$ cat config.mk
export PLATFORM = sky130hd
export DESIGN_NAME = gol_run_sequencer_flat
export DESIGN_NICKNAME = d
export VERILOG_FILES = /design/src/rtl/gol_run_sequencer_if.sv /design/src/rtl/gol_run_sequencer.sv /design/src/flat_wrapper.sv
export SDC_FILE = /design/constraint.sdc
export NUM_CORES = 1
export LEC_CHECK = 0
export CAP_MARGIN = 20
export CORE_AREA = 5 5 207 209
export CTS_BUF_LIST = sky130_fd_sc_hd__clkbuf_16
export DETAILED_ROUTE_END_ITERATION = 7
export DIE_AREA = 0 0 212 214
export GPL_TIMING_DRIVEN = 0
export PLACE_DENSITY = 0.54
export RECOVER_POWER = 100
export SKIP_CTS_REPAIR_TIMING = 1
export SLEW_MARGIN = 10
export SYNTH_ARGS = -nofsm -noshare
export SYNTH_HDL_FRONTEND = slang
export SYNTH_SLANG_ARGS = --single-unit
$ cat constraint.sdc
create_clock -name clk -period 2.8 [get_ports clk]
set_clock_uncertainty 0.2 [all_clocks]
set_input_delay 0.56 -clock clk [delete_from_list [all_inputs] [get_ports clk]]
set_output_delay 0.56 -clock clk [all_outputs]
set_load 0.005 [all_outputs]
$ cat src/rtl/gol_run_sequencer_if.sv
`default_nettype none
// ============================================================================
// Module      : gol_run_sequencer_if
// Description : Handshake bundle between the run sequencer and the board
//               datapath (setup editor, algorithm engine, board store).
//   setup_en    seq -> dp   setup module may edit the board
//   alg_start   seq -> dp   one-cycle start pulse to the engine
//   board_we    seq -> dp   one-cycle commit of board_next
//   board_clr   seq -> dp   one-cycle board clear
//   alg_done    dp  -> seq  one-cycle pulse: board_next is valid
//   board_cur   dp  -> seq  currently committed board
//   board_next  dp  -> seq  engine result
// Revision    : 1.0  initial release
// ============================================================================
interface gol_run_sequencer_if #(
  parameter int BOARD_BITS = 256
);
  logic                  setup_en;
  logic                  alg_start;
  logic                  board_we;
  logic                  board_clr;
  logic                  alg_done;
  logic [BOARD_BITS-1:0] board_cur;
  logic [BOARD_BITS-1:0] board_next;

  // Sequencer side
  modport master (
    output setup_en, alg_start, board_we, board_clr,
    input  alg_done, board_cur, board_next
  );

  // Datapath side
  modport slave (
    input  setup_en, alg_start, board_we, board_clr,
    output alg_done, board_cur, board_next
  );
endinterface
`default_nettype wire

$ cat src/rtl/gol_run_sequencer.sv
`default_nettype none
// ============================================================================
// Module      : gol_run_sequencer
// Description : Run-control sequencer for the Game of Life board pipeline.
//               Accepts one-cycle user requests, paces generations with a
//               programmable prescaler, hands off to the algorithm engine,
//               commits results, counts generations and auto-halts on
//               still-life / extinct boards.
//   clk, reset          clock, synchronous active-high reset
//   run_req..clear_req  one-cycle user requests (clear > run > step > edit)
//   auto_stop           enable halt on stable / extinct board
//   rate_sel            generation period = 2^(TICK_BASE_LOG2 + rate_sel)
//   bus                 datapath handshake (gol_run_sequencer_if.master)
//   running_o           high in RUN_WAIT, COMPUTE, COMMIT
//   generation_o        committed generation count, saturating
//   halt_stable/halt_extinct/timeout_err  sticky status flags
// Revision    : 1.0  initial release
// ============================================================================
module gol_run_sequencer #(
  parameter int TICK_BASE_LOG2 = 20,
  parameter int TIMEOUT_CYCLES = 4096
) (
  input  logic                       clk,
  input  logic                       reset,
  input  logic                       run_req,
  input  logic                       step_req,
  input  logic                       edit_req,
  input  logic                       clear_req,
  input  logic                       auto_stop,
  input  logic [2:0]                 rate_sel,
  gol_run_sequencer_if.master        bus,
  output logic                       running_o,
  output logic [15:0]                generation_o,
  output logic                       halt_stable,
  output logic                       halt_extinct,
  output logic                       timeout_err
);

  // Prescaler wide enough for the slowest period (rate_sel = 7) plus one bit.
  localparam int PS_W = TICK_BASE_LOG2 + 8;
  localparam int WD_W = $clog2(TIMEOUT_CYCLES + 1);
  localparam logic [WD_W-1:0] WD_LAST = WD_W'(TIMEOUT_CYCLES - 1);
  localparam logic [15:0] GEN_MAX = 16'hFFFF;

  typedef enum logic [2:0] {
    S_SETUP    = 3'd0,
    S_PAUSED   = 3'd1,
    S_RUN_WAIT = 3'd2,
    S_COMPUTE  = 3'd3,
    S_COMMIT   = 3'd4
  } state_t;

  state_t            state_q, state_d;
  logic [PS_W-1:0]   presc_q, presc_d;
  logic [WD_W-1:0]   wd_q, wd_d;
  logic              pause_pend_q, pause_pend_d;
  logic              step_mode_q, step_mode_d;
  logic [15:0]       generation_q, generation_d;
  logic              halt_stable_q, halt_stable_d;
  logic              halt_extinct_q, halt_extinct_d;
  logic              timeout_err_q, timeout_err_d;
  logic              setup_en_q, setup_en_d;
  logic              running_q, running_d;
  logic              alg_start_q, alg_start_d;
  logic              board_we_q, board_we_d;
  logic              board_clr_q, board_clr_d;

  logic [PS_W-1:0]   period_m1;
  logic              clr_hit;
  logic              stable;
  logic              extinct;
  logic              enter_active;

  // Period minus one is recomputed every cycle so rate_sel changes apply
  // immediately to the running prescaler.
  assign period_m1 = (PS_W'(1) << (TICK_BASE_LOG2 + int'(rate_sel))) - PS_W'(1);
  assign stable    = (bus.board_next == bus.board_cur);
  assign extinct   = (bus.board_next == '0);

  always_comb begin
    state_d        = state_q;
    pause_pend_d   = pause_pend_q;
    step_mode_d    = step_mode_q;
    generation_d   = generation_q;
    halt_stable_d  = halt_stable_q;
    halt_extinct_d = halt_extinct_q;
    timeout_err_d  = timeout_err_q;
    clr_hit        = 1'b0;

    case (state_q)
      S_SETUP: begin
        if (clear_req) begin
          clr_hit = 1'b1;
        end else if (run_req) begin
          state_d = S_RUN_WAIT;
        end else if (step_req) begin
          state_d     = S_COMPUTE;
          step_mode_d = 1'b1;
        end
      end
      S_PAUSED: begin
        if (clear_req) begin
          clr_hit = 1'b1;
          state_d = S_SETUP;
        end else if (run_req) begin
          state_d = S_RUN_WAIT;
        end else if (step_req) begin
          state_d     = S_COMPUTE;
          step_mode_d = 1'b1;
        end else if (edit_req) begin
          state_d = S_SETUP;
        end
      end
      S_RUN_WAIT: begin
        if (run_req) begin
          state_d = S_PAUSED;
        end else if (presc_q >= period_m1) begin
          state_d     = S_COMPUTE;
          step_mode_d = 1'b0;
        end
      end
      S_COMPUTE: begin
        if (run_req) begin
          pause_pend_d = 1'b1;
        end
        // wd_q == 0 marks the alg_start cycle; a done pulse there is stale.
        if (bus.alg_done && (wd_q != '0)) begin
          state_d = S_COMMIT;
        end else if (wd_q == WD_LAST) begin
          state_d       = S_PAUSED;
          timeout_err_d = 1'b1;
          pause_pend_d  = 1'b0;
        end
      end
      S_COMMIT: begin
        pause_pend_d = 1'b0;
        if (generation_q != GEN_MAX) begin
          generation_d = generation_q + 16'd1;
        end
        if (auto_stop && extinct) begin
          halt_extinct_d = 1'b1;
          state_d        = S_PAUSED;
        end else if (auto_stop && stable) begin
          halt_stable_d = 1'b1;
          state_d       = S_PAUSED;
        end else if (pause_pend_q || step_mode_q) begin
          state_d = S_PAUSED;
        end else begin
          state_d = S_RUN_WAIT;
        end
      end
      default: begin
        state_d = S_SETUP;
      end
    endcase

    enter_active = ((state_d == S_RUN_WAIT) && (state_q != S_RUN_WAIT)) ||
                   ((state_d == S_COMPUTE)  && (state_q != S_COMPUTE));

    // Flag sets and clears never coincide: sets only occur on the way to
    // PAUSED, clears only on the way to RUN_WAIT/COMPUTE or on clear.
    if (enter_active || clr_hit) begin
      halt_stable_d  = 1'b0;
      halt_extinct_d = 1'b0;
      timeout_err_d  = 1'b0;
    end
    if (clr_hit) begin
      generation_d = 16'd0;
    end

    // Counters restart at zero on every entry to their state.
    presc_d = ((state_d == S_RUN_WAIT) && (state_q == S_RUN_WAIT)) ?
              presc_q + PS_W'(1) : '0;
    wd_d    = ((state_d == S_COMPUTE) && (state_q == S_COMPUTE)) ?
              wd_q + WD_W'(1) : '0;

    setup_en_d  = (state_d == S_SETUP);
    running_d   = (state_d == S_RUN_WAIT) || (state_d == S_COMPUTE) ||
                  (state_d == S_COMMIT);
    alg_start_d = (state_d == S_COMPUTE) && (state_q != S_COMPUTE);
    board_we_d  = (state_d == S_COMMIT);
    board_clr_d = clr_hit;
  end

  always_ff @(posedge clk) begin
    if (reset) begin
      state_q        <= S_SETUP;
      presc_q        <= '0;
      wd_q           <= '0;
      pause_pend_q   <= 1'b0;
      step_mode_q    <= 1'b0;
      generation_q   <= 16'd0;
      halt_stable_q  <= 1'b0;
      halt_extinct_q <= 1'b0;
      timeout_err_q  <= 1'b0;
      setup_en_q     <= 1'b1;
      running_q      <= 1'b0;
      alg_start_q    <= 1'b0;
      board_we_q     <= 1'b0;
      board_clr_q    <= 1'b0;
    end else begin
      state_q        <= state_d;
      presc_q        <= presc_d;
      wd_q           <= wd_d;
      pause_pend_q   <= pause_pend_d;
      step_mode_q    <= step_mode_d;
      generation_q   <= generation_d;
      halt_stable_q  <= halt_stable_d;
      halt_extinct_q <= halt_extinct_d;
      timeout_err_q  <= timeout_err_d;
      setup_en_q     <= setup_en_d;
      running_q      <= running_d;
      alg_start_q    <= alg_start_d;
      board_we_q     <= board_we_d;
      board_clr_q    <= board_clr_d;
    end
  end

  assign bus.setup_en  = setup_en_q;
  assign bus.alg_start = alg_start_q;
  assign bus.board_we  = board_we_q;
  assign bus.board_clr = board_clr_q;
  assign running_o     = running_q;
  assign generation_o  = generation_q;
  assign halt_stable   = halt_stable_q;
  assign halt_extinct  = halt_extinct_q;
  assign timeout_err   = timeout_err_q;

endmodule
`default_nettype wire

$ cat src/flat_wrapper.sv
// flat-port wrapper written by rule: the top's interface ports become plain ports
module gol_run_sequencer_flat 
#(
  parameter int TICK_BASE_LOG2 = 20,
  parameter int TIMEOUT_CYCLES = 4096
)
  (clk, reset, run_req, step_req, edit_req, clear_req, auto_stop, rate_sel, running_o, generation_o, halt_stable, halt_extinct, timeout_err, bus_setup_en, bus_alg_start, bus_board_we, bus_board_clr, bus_alg_done, bus_board_cur, bus_board_next);
  gol_run_sequencer_if #(.BOARD_BITS((256))) bus_i ();
  input  logic clk;
  input  logic reset;
  input  logic run_req;
  input  logic step_req;
  input  logic edit_req;
  input  logic clear_req;
  input  logic auto_stop;
  input  logic [2:0] rate_sel;
  output logic running_o;
  output logic [15:0] generation_o;
  output logic halt_stable;
  output logic halt_extinct;
  output logic timeout_err;
  output wire logic [$bits(bus_i.setup_en)-1:0] bus_setup_en;
  output wire logic [$bits(bus_i.alg_start)-1:0] bus_alg_start;
  output wire logic [$bits(bus_i.board_we)-1:0] bus_board_we;
  output wire logic [$bits(bus_i.board_clr)-1:0] bus_board_clr;
  input wire logic [$bits(bus_i.alg_done)-1:0] bus_alg_done;
  input wire logic [$bits(bus_i.board_cur)-1:0] bus_board_cur;
  input wire logic [$bits(bus_i.board_next)-1:0] bus_board_next;
  assign bus_setup_en = bus_i.setup_en;
  assign bus_alg_start = bus_i.alg_start;
  assign bus_board_we = bus_i.board_we;
  assign bus_board_clr = bus_i.board_clr;
  assign bus_i.alg_done = bus_alg_done;
  assign bus_i.board_cur = bus_board_cur;
  assign bus_i.board_next = bus_board_next;
  gol_run_sequencer #(.TICK_BASE_LOG2(TICK_BASE_LOG2), .TIMEOUT_CYCLES(TIMEOUT_CYCLES)) u_core (.clk(clk), .reset(reset), .run_req(run_req), .step_req(step_req), .edit_req(edit_req), .clear_req(clear_req), .auto_stop(auto_stop), .rate_sel(rate_sel), .bus(bus_i), .running_o(running_o), .generation_o(generation_o), .halt_stable(halt_stable), .halt_extinct(halt_extinct), .timeout_err(timeout_err));
endmodule
==> summary.txt <==
Outcome
  – Outcome: finished with violations
  – Failing checks: negative setup slack

Setup path
  – Crit path max-delay family: simple AND/OR/NAND/NOR gates
  – CP bufs+invs: 3
  – R2R cell count: 10
  – CP arrival: approximately 3200 ps
  – Delay of the slowest critical-path stage: 540 ps
  – Critical path cell sequence: clkdlybuf4s50_1 -> xor2_1 -> nor4_2 -> nand4_1 -> nor4_1 -> nand4_1 -> buf_6 -> a32oi_4 -> buf_6 -> o211a_1
  – Critical Path RT: 2870 ps
  – R2r endpoint: u_core.bus.alg_start$_SDFF_PP0_
  – R2r setup slk: -150 ps
  – Worst R2R Start: u_core.presc_q[0]$_SDFF_PP0_
  – Crit-path slowest cell: clkdlybuf4s50_1
  – Crit Path Category: in -> reg
  – Worst-path fanout max: 5
  – Worst setup EP type: flop
  – Crit path depth: 10
  – CP Launch Type: primary input

Synthesis
  – Area leader, netlist: dfxtp_1
  – Post-synth EDFFs: 0
  – Distinct cells, synth: 54
  – Ranking of synthesized cells by area: dfxtp_1 20%, xor2_1 16%, nor4_1 9.9%
  – Async set-reset flop share out of synthesis: 0
  – Mapped Area: between 7000 and 8000 sq um
  – Sequential area share after synthesis: 0.1979
  – Number of cells produced by synthesis: between 900 and 1000
  – Synth top area share: 0.1979
  – Post-Syn Area per Cell: around 7.6 sq um
  – Synthesized flop and latch total: 70
  – Post-synth top flop: dfxtp_1
  – Ys Warns: 0
  – Count leader, synth: xor2_1
  – Top cells by count, synth: 131 x xor2_1, 112 x nor4_1, 87 x inv_1

Floorplanning
  – # IOs: roughly 550
  – Chip width: about 210 um
  – Die ar.: roughly 45000 sq um
  – Initial core utilization: 0.1742
  – Placeable Area: slightly above 40000 sq um
  – Die height: about 210 um
  – # rows: 74

Timing
  – Pins Over Slew Limit: 0
  – Fin crit period: 3118 ps
  – Final worst path period share: 1.114
  – Fin. Hold Viols: 0
  – Max Clock Freq: about 0.32 GHz
  – Setup ws final: -318.0 ps
  – Worst-Margin Slew: ~750 ps
  – RSZ-0062 raised after global routing: true
  – # setup viols final: 34
  – Max-slew headroom at the worst pin: 0.4974

Final layout
  – Area growth syn-to-layout: 120.2%
  – Non-filler cells, final: between 2000 and 2500
  – Layout net count: between 2000 and 2500
  – Fill cells: ~4200
  – Ratio of cells with drive above 1 in the final layout: 0.1421

Placement
  – Global placement routability congestion: roughly 0.97
  – Hpwl dp: approximately 59000 um
  – Placed Cells: approximately 2000
  – Input/output buffers: 546

Job
  – Max Cap Violations: 0

Pwr
  – Total power draw: approximately 4200 uW
  – Peak VDD IR: around 0.0003 V
  – Seq pwr share: 0.239
  – Leakage: around 0.0076 uW
  – Pint: around 2900 uW
  – Sw power: 1349 uW
  – Comb pwr share: 0.431
  – Switching Fraction: 0.3200
  – Clock Power Share: 0.330
  – PD cells: roughly 270 nW/um^2

Drt
  – Routed length per instance: 31.75 um
  – DRT Pass-1 Iters: 5
  – Vias: 10210
  – DR vias/cell: approximately 5
  – Post-Route WL: 65020 um
  – Post-DRT Antenna Nets: 0
  – Starting DRC count in detailed routing: between 600 and 700
  – Drt drc: 0

Clocking
  – Total CTS buffers: 9
  – CTS sink count: 70
  – Reg clk slew, reported paths: around 50 ps
  – Clk buf depth: 2
  – CTS tree: done
  – H-tree depth: 3
  – Root Driver: clkbuf_16
  – Worst-Skew Late Latency: about 340 ps

Worst hold path
  – Worst Hold End: u_core.wd_q[0]$_SDFF_PP0_
  – Min-delay src: u_core.wd_q[0]$_SDFF_PP0_
  – Hold Crit Depth: 1
  – Class of the worst hold path: reg -> reg

Global routing
  – Vias in the first global route: approximately 10000
  – Final global-route overflow total: 0
  – Global-route wire length before repair: approximately 83000 um
  – Largest net degree at the start of global routing: 13
  – GRT Total Usage: 0.2647
  – Initial antenna violation count: 24
[worst max-delay path by stage]
stage / slack, ps / endpoint / from
4_1_cts: -1780 / u_core.presc_q[4]$_SDFF_PP0_ / bus_board_next[106]
3_5_place_dp: -2100 / u_core.presc_q[4]$_SDFF_PP0_ / bus_board_next[106]
5_1_grt: -370 / u_core.bus.alg_start$_SDFF_PP0_ / bus_board_next[42]
2_1_floorplan: 9 / u_core.presc_q[20]$_SDFF_PP0_ / bus_board_cur[207]
6_report: -320 / u_core.bus.alg_start$_SDFF_PP0_ / bus_board_next[112]
3_3_place_gp: -2100 / u_core.bus.alg_start$_SDFF_PP0_ / bus_board_next[106]
[cell families (layout without fill, tap and decap cells)]
logic type      count (synthesis)  count (layout)  synth area share
simple gates                  435             435            0.3515
xor+xnor                      195             195            0.2412
compound gates                119             119            0.1301
buf+inv                        96             669           0.05213
flops                          70              70            0.1979
fa+ha+maj                      14              14           0.02474
other cells                     2              13          0.001061
mux                             1               1          0.001414
[cell usage in the layout (no fill, tap or decap), drive strengths merged, types with 34 or more instances in the layout]
master	Yosys	layout
clkbuf	5	34
xnor2	64	64
nor2b	66	66
nor3	39	39
dlymetal6s2s	0	247
nor2	49	49
dfxtp	70	70
xor2	131	131
nand4	52	52
nor4	113	113
clkdlybuf4s50	0	246
inv	87	87
[per-layer routing]
layer	vias up	GRT usage	share of wire
li1	4581	-	-
met1	4918	0.3559	0.42
met2	606	0.4345	0.46
met3	101	0.06350	0.098
met4	6	0.05025	0.028
met5	-	0	0.00052
[stage by stage]
stage                     hold WS (ps)  area [sq um]  setup TNS (ps)  worst slack (ps)    util
after detailed placement         268.8         13230          -70270             -2096  0.3255
after floorplan                  237.2          7084               0             8.641       -
after global routing             314.0         15590          -11700            -374.5  0.3836
final                            276.6         15590           -8776            -318.0  0.3836
after CTS                        280.8         13590          -58820             -1783  0.3344
after global placement           257.0         13220          -70990             -2098  0.3251
[power by group through the flow]
stage / sequential, uW / combinational (uW) / clock [uW]
6_report: 1010 / 1820 / 1390
5_1_grt: 1010 / 1880 / 1460
4_1_cts: 1010 / 1630 / 1410
3_5_place_dp: 1030 / 1610 / 0
3_3_place_gp: 1030 / 1610 / 0
2_1_floorplan: 1030 / 378 / 0
[area by class of cell]
class                           instances  area (sq um)  share of cell area
Antenna cell                           10         25.02            0.001605
Multi-Input combinational cell        767          6698              0.4295
Buffer                                  9         56.30            0.003611
Inverter                               87         326.6             0.02094
Sequential cell                        70          1401             0.08987
Tap cell                              532         665.6             0.04269
Clock inverter                          7         136.4            0.008747
Clock buffer                            9         225.2             0.01444
Timing Repair Buffer                  557          6058              0.3885
[registers in the layout, indices dropped and copies added, names as in the netlist]
| signal | count |
|---|---|
| u_core.running_o | 1 |
| u_core.wd_q | 13 |
| u_core.generation_o | 16 |
| u_core.timeout_err | 1 |
| u_core.state_q | 3 |
| u_core.pause_pend_q | 1 |
| u_core.bus.alg_start | 1 |
| u_core.halt_stable | 1 |
| u_core.bus.board_we | 1 |
| u_core.step_mode_q | 1 |
| u_core.presc_q | 28 |
| u_core.bus.setup_en | 1 |
| u_core.halt_extinct | 1 |
| u_core.bus.board_clr | 1 |
(Power assumes the default switching activity.)
